File: src/rtl/alien_hit_detector.sv
// -----------------------------------------------------------------------------
// alien_hit_detector
//
// Watches the VGA scan for the player-bullet pixel landing on a live alien's
// graphics pixel. At most one hit is latched per frame; it is reported at the
// start of vertical blank with a one-cycle kill pulse, a bullet-consumed pulse
// and a score update, so kills never land mid-frame. Also pulses wave_clear
// when the formation becomes empty.
//
// Ports:
//   clk, rst_n       system clock, asynchronous active-low reset
//   scan_x, scan_y   current VGA column / row
//   graphics_matrix  per-alien "pixel is active" bits for the current pixel
//   alive_matrix     per-alien alive bits from alien_formation
//   bullet_pixel     player bullet covers the current scan pixel
//   enable           game active; gates new captures only
//   score_clear      synchronous score clear (wins over a coincident add)
//   kill_matrix      one-hot, one-cycle kill pulse back to alien_formation
//   bullet_hit       one-cycle pulse coincident with kill_matrix
//   hit_row, hit_col indices of the last reported hit, held until next report
//   score            saturating 16-bit accumulated score
//   wave_clear       one-cycle pulse on each transition to all-dead
// -----------------------------------------------------------------------------
module alien_hit_detector #(
  parameter int NUM_ROWS      = 2,
  parameter int NUM_COLUMNS   = 4,
  parameter int V_VISIBLE     = 480,
  parameter int H_VISIBLE     = 640,
  parameter int POINTS_TOP    = 30,
  parameter int POINTS_MID    = 20,
  parameter int POINTS_BOTTOM = 10
) (
  input  logic                                  clk,
  input  logic                                  rst_n,
  input  logic [15:0]                           scan_x,
  input  logic [15:0]                           scan_y,
  input  logic [NUM_ROWS-1:0][NUM_COLUMNS-1:0]  graphics_matrix,
  input  logic [NUM_ROWS-1:0][NUM_COLUMNS-1:0]  alive_matrix,
  input  logic                                  bullet_pixel,
  input  logic                                  enable,
  input  logic                                  score_clear,
  output logic [NUM_ROWS-1:0][NUM_COLUMNS-1:0]  kill_matrix,
  output logic                                  bullet_hit,
  output logic [7:0]                            hit_row,
  output logic [7:0]                            hit_col,
  output logic [15:0]                           score,
  output logic                                  wave_clear
);

  localparam int ROW_W = (NUM_ROWS    > 1) ? $clog2(NUM_ROWS)    : 1;
  localparam int COL_W = (NUM_COLUMNS > 1) ? $clog2(NUM_COLUMNS) : 1;
  localparam int CELLS = NUM_ROWS * NUM_COLUMNS;

  typedef enum logic [1:0] {
    ARMED,
    CAPTURED,
    REPORT
  } state_t;

  state_t                               state;
  logic [ROW_W-1:0]                     cap_row;
  logic [COL_W-1:0]                     cap_col;
  logic                                 fe_cond_q;
  logic                                 all_dead_q;

  logic                                 visible;
  logic                                 fe_cond;
  logic                                 frame_end;
  logic                                 all_dead;
  logic [NUM_ROWS-1:0][NUM_COLUMNS-1:0] overlap;
  logic                                 any_overlap;
  logic [ROW_W-1:0]                     sel_row;
  logic [COL_W-1:0]                     sel_col;
  logic [NUM_ROWS-1:0][NUM_COLUMNS-1:0] kill_onehot;
  logic                                 cap_alive;
  logic [15:0]                          points;
  logic [16:0]                          score_sum;
  logic [15:0]                          score_sat;

  assign visible  = (scan_x < 16'(H_VISIBLE)) && (scan_y < 16'(V_VISIBLE));
  assign overlap  = {CELLS{bullet_pixel & visible}} & graphics_matrix & alive_matrix;
  assign any_overlap = |overlap;

  // The frame-end scan position can persist for many clocks when clk is
  // faster than the pixel clock; the edge detect gives one pulse per frame.
  assign fe_cond   = (scan_x == 16'd0) && (scan_y == 16'(V_VISIBLE));
  assign frame_end = fe_cond & ~fe_cond_q;

  assign all_dead  = (alive_matrix == '0);

  // Capture priority: the highest row index (closest to the player) wins,
  // then the lowest column. Later loop iterations override earlier ones, so
  // rows ascend and columns descend.
  always_comb begin
    // NOTE: every always_comb output gets a default first so no path leaves
    // it unassigned, which would otherwise infer a latch.
    sel_row = '0;
    sel_col = '0;
    for (int r = 0; r < NUM_ROWS; r++) begin
      for (int c = NUM_COLUMNS - 1; c >= 0; c--) begin
        if (overlap[r][c]) begin
          sel_row = ROW_W'(r);
          sel_col = COL_W'(c);
        end
      end
    end
  end

  always_comb begin
    kill_onehot                   = '0;
    kill_onehot[cap_row][cap_col] = 1'b1;
  end

  // The alien may have died by other means between capture and report; it
  // still gets the kill pulse but earns no points.
  assign cap_alive = alive_matrix[cap_row][cap_col];

  always_comb begin
    if (cap_row == '0)
      points = 16'(POINTS_TOP);
    else if (cap_row == ROW_W'(NUM_ROWS - 1))
      points = 16'(POINTS_BOTTOM);
    else
      points = 16'(POINTS_MID);
  end

  assign score_sum = {1'b0, score} + {1'b0, points};
  assign score_sat = score_sum[16] ? 16'hFFFF : score_sum[15:0];

  // NOTE: all state here is sequential and uses non-blocking assignments so
  // every register samples the pre-edge values of the others.
  always_ff @(posedge clk or negedge rst_n) begin
    if (!rst_n) begin
      state       <= ARMED;
      cap_row     <= '0;
      cap_col     <= '0;
      fe_cond_q   <= 1'b0;
      all_dead_q  <= 1'b1;
      kill_matrix <= '0;
      bullet_hit  <= 1'b0;
      hit_row     <= '0;
      hit_col     <= '0;
      score       <= '0;
      wave_clear  <= 1'b0;
    end else begin
      fe_cond_q   <= fe_cond;
      all_dead_q  <= all_dead;
      wave_clear  <= all_dead & ~all_dead_q;
      kill_matrix <= '0;
      bullet_hit  <= 1'b0;

      case (state)
        ARMED: begin
          if (enable && any_overlap) begin
            cap_row <= sel_row;
            cap_col <= sel_col;
            state   <= CAPTURED;
          end
        end
        CAPTURED: begin
          // enable is deliberately ignored: a captured hit is always reported.
          if (frame_end) begin
            kill_matrix <= kill_onehot;
            bullet_hit  <= 1'b1;
            hit_row     <= 8'(cap_row);
            hit_col     <= 8'(cap_col);
            state       <= REPORT;
          end
        end
        REPORT: begin
          if (cap_alive)
            score <= score_sat;
          state <= ARMED;
        end
        default: state <= ARMED;
      endcase

      // Placed last so a clear coincident with REPORT discards the points.
      if (score_clear)
        score <= '0;
    end
  end

endmodule

File: config.mk
export PLATFORM = sky130hd
export DESIGN_NAME = alien_hit_detector
export DESIGN_NICKNAME = d
export VERILOG_FILES = /design/src/rtl/alien_hit_detector.sv
export SDC_FILE = /design/constraint.sdc
export NUM_CORES = 1
export LEC_CHECK = 0
export CELL_PAD_IN_SITES_DETAIL_PLACEMENT = 1
export CELL_PAD_IN_SITES_GLOBAL_PLACEMENT = 2
export CORE_AREA = 3 3 88 111
export DETAILED_ROUTE_END_ITERATION = 8
export DIE_AREA = 0 0 91 114
export GPL_ROUTABILITY_DRIVEN = 0
export PLACE_DENSITY = 0.73
export SYNTH_ARGS = -nofsm -noshare
export SYNTH_HDL_FRONTEND = slang
export SYNTH_SLANG_ARGS = --single-unit
File: constraint.sdc
create_clock -name clk -period 2.41 [get_ports clk]
set_input_delay 0.3615 -clock clk [delete_from_list [all_inputs] [get_ports clk]]
set_output_delay 0.3615 -clock clk [all_outputs]
set_load 0.01 [all_outputs]
==> results.yml <==
place:
  dp_cells: 412
  numPortBuffers: 81
  dp_hpwl_um: 4972
  dpl_cell_area_um2: 2983
timing:
  slew_viol_final: 0
  slew_headroom: 0.4433
  hold_viol_final: 0
  rsz0062_at_grt: "no"
  period_needed_ns: 2.260
  setup_violations: 0
  tightest_slew_ns: 0.8350
  period_share: 0.9376
  finalClockSkew_ns: 0.01348
  fmax_mhz: 442.5
  finalHoldWorstSlack_ns: 0.1582
clock_tree:
  post_cts_buffers: 0
  clock-root-buffer: "clkbuf_8"
  clk_pin_slew_ns: 0.08
  numClockSinks: 36
  clockBufferDepth: 2
  cts_tree: "done"
  cts.htree.levels: 2
  clock_latency_ns: 0.30
  postCtsHoldBufs: 0
  cts_buffers: 5
  cts-resized-gates: 0
synth:
  ys_warn_count: 0
  synth-compound-area-share: 0.1108
  synthFlopType: "dfrtp_1"
  ys_ff_latch: 36
  synth-simple-area-share: 0.2353
  synth_xor_area_frac: 0.03504
  syn-cell-area_um2: 1999
  ys_seq_area_frac: 0.4512
  synthAdderAreaFrac: 0.02253
  synth_cells: 205
  ys_async_sr_fraction: 1.000
  muxShareOfSynthArea: 0.05882
  synth-edff-count: 0
  synth.avg_cell_area_um2: 9.753
  synth_top_family_by_area: "simple AND/OR/NAND/NOR gates"
  synth.distinct_cells: 48
drt:
  wl_per_cell_um: 14.51
  dr.first_iter.drc_count: 29
  finalWirelength_um: 6096
  drt_pre_antenna_iters: 5
  via_count: 1908
  vias_per_cell: 4.543
  drc: 0
  ant_nets: 0
floorplan:
  start_util: 0.2285
  ios: 95
  rows: 38
  dieArea_um2: 10370
  coreArea_um2: 8748
  dieWidth_um: 91
  die_h_um: 114
setup_path:
  path_delay_family: "compound AO/OA/AOI/OAI gates"
  crit_type: "flip-flop to flip-flop"
  worstPathRequired_ns: 2.56
  cpPeakStageDelay_ns: 0.53
  crit_buf_inv: 3
  cp_cell_sequence: "inv_1 > ha_1 > a211o_1 > a21oi_1 > nor3_4 > buf_12 > buf_4 > a21oi_1 > nor3_1"
  crit_arrival_ns: 2.41
  cp_slowest_cell: "dfrtp_1"
  worstPathMaxFanout: 9
  path_common_cell: "a21oi_1"
  setup.worst_path.start_class: "flip-flop"
  crit_path_end_kind: "flip-flop"
layout:
  final_area_um2: 3075
  area_delta_synth_final_pct: 53.82
  final_nets: 355
  antenna_cells: 0
  layout-drive-gt1-share: 0.1167
  fin_cells: 420
power_and_ir_drop:
  vdd_drop_max_uv: 216.9
  p_leak_nw: 1.220
  p_per_area_nw_per_um2: 395.2
  power_w: 0.001216
grt:
  met3_usage: 0.02573
  grt_max_degree: 37
  grt_usage: 0.1177
  grt.busiest_layer: "met2"
  grt_pass1_wl_um: 9763
  antenna_found_initial: 0
  grt_pass1_vias: 1996
  met1_usage: 0.1313
  met2_usage: 0.2200
  grt-ovfl-total: 0
hold_path:
  hp-class: "input port to asynchronous set/reset pin"
outcome:
  status: "finished clean"
job:
  cap_violations: 0
-- where the power goes --
| part | internal, W | total, W | switching (W) |
|---|---|---|---|
| sequential | 0.000604 | 0.000604 | 0.0000000347 |
| combinational | 0.0000942 | 0.000158 | 0.0000634 |
| clock | 0.000205 | 0.000454 | 0.000249 |
-- synthesized netlist by cell type (2+ instances only) --
cell type | instances | area (um^2)
nor3b_1 | 2 | 15.01
a311oi_1 | 2 | 17.52
o21ai_0 | 4 | 20.02
inv_1 | 7 | 26.28
ha_1 | 2 | 25.02
nor2_1 | 15 | 56.30
buf_6 | 2 | 22.52
nor4_1 | 11 | 68.82
clkbuf_1 | 4 | 15.01
nand2b_1 | 6 | 37.54
and3_1 | 2 | 12.51
a21oi_1 | 17 | 85.08
nand2_1 | 13 | 48.80
or4_1 | 2 | 15.01
nor2b_1 | 2 | 12.51
buf_1 | 2 | 7.510
a22oi_1 | 3 | 22.52
mux2i_1 | 5 | 50.05
xnor2_1 | 7 | 61.31
buf_4 | 13 | 97.59
nor3_1 | 15 | 75.07
mux2_2 | 4 | 45.04
nand3_1 | 4 | 20.02
nand4_1 | 3 | 18.77
dfrtp_1 | 35 | 875.8
-- flip-flops by register name, summed over array words and instances, names as in the netlist --
| register | cells |
|---|---|
| all_dead_q | 1 |
| bullet_hit | 1 |
| cap_col | 2 |
| cap_row | 1 |
| fe_cond_q | 1 |
| hit_col | 2 |
| hit_row | 1 |
| kill_matrix | 8 |
| score | 16 |
| state | 2 |
| wave_clear | 1 |
-- worst register-to-register path: cells and delay by family, from the launching register on --
family,cells,cell delay (ns)
buffers and inverters,3,0.44
AND/OR/NAND/NOR,2,0.13
AO/OA/AOI/OAI,3,0.74
adder cells (fa/ha/maj),1,0.29
flip-flops,1,0.53
-- cell families (layout without fill, tap and decap cells) --
kind of cell	Yosys count	count (layout)
AOI/OAI and AO/OA	35	35
and+or+nand+nor	84	84
buffers and inverters	28	111
other	1	13
muxes	10	10
xor gates and xnor gates	8	8
adders and majority gates	3	3
DFF	36	36
-- per-stage QoR --
stage	setup TNS, ns	util	setup WS, ns
finish	0	0.3515	0.1504
global route	0	0.3515	0.003027
CTS	0	0.3515	0.1369
detailed placement	-0.8135	0.3410	-0.1049
global placement	-0.3932	0.3410	-0.09292
floorplan	0	-	0.3884
-- cell usage in the layout, fill, tap and decap left out, types with 2 or more instances in the layout --
cell type | netlist | layout
clkdlybuf4s50_1 | 0 | 80
dfrtp_1 | 35 | 35
a21oi_1 | 17 | 17
nor2_1 | 15 | 15
nor3_1 | 15 | 15
buf_4 | 13 | 14
nand2_1 | 13 | 13
conb_1 | 1 | 13
nor4_1 | 11 | 11
inv_1 | 7 | 7
xnor2_1 | 7 | 7
nand2b_1 | 6 | 6
mux2i_1 | 5 | 5
clkbuf_8 | 0 | 5
o21ai_0 | 4 | 4
nand3_1 | 4 | 4
mux2_2 | 4 | 4
nand4_1 | 3 | 3
a22oi_1 | 3 | 3
or4_1 | 2 | 2
nor2b_1 | 2 | 2
a311oi_1 | 2 | 2
nor3b_1 | 2 | 2
and3_1 | 2 | 2
ha_1 | 2 | 2
clkinvlp_4 | 0 | 2
-- routing by layer --
metal / wire [um] / up-vias
met4: 112 / 0
met5: 0 / -
li1: - / 898
met3: 338 / 8
met2: 3212 / 66
met1: 2432 / 936
-- area by class of cell --
class	instances	area, um^2
well taps	120	150.1
clock inverters	3	23.77
inverters	7	26.28
clock buffers	5	68.82
multi-input cells	153	973.4
fillers	1040	5673
repair buffers	96	930.9
flip-flops and latches	36	902.1
-- path summary, 6_finish.rpt --
check                                       startpoint                       end  slack (ns)  depth (start not counted)
max in group asynchronous                        rst_n  kill_matrix[6]$_DFF_PN0_        1.72                          1
min in group clk                hit_col[1]$_DFFE_PN0P_    hit_col[1]$_DFFE_PN0P_        0.51                          1
worst max-delay path               cap_row$_DFFE_PN0P_      score[6]$_DFFE_PN0P_        0.15                          9
worst min register to register  hit_col[1]$_DFFE_PN0P_    hit_col[1]$_DFFE_PN0P_        0.51                          1
worst max register to register     cap_row$_DFFE_PN0P_      score[6]$_DFFE_PN0P_        0.15                          9
worst min-delay path                             rst_n     score[14]$_DFFE_PN0P_        0.16                          1
Note: power is estimated with default switching activity, not from simulation.
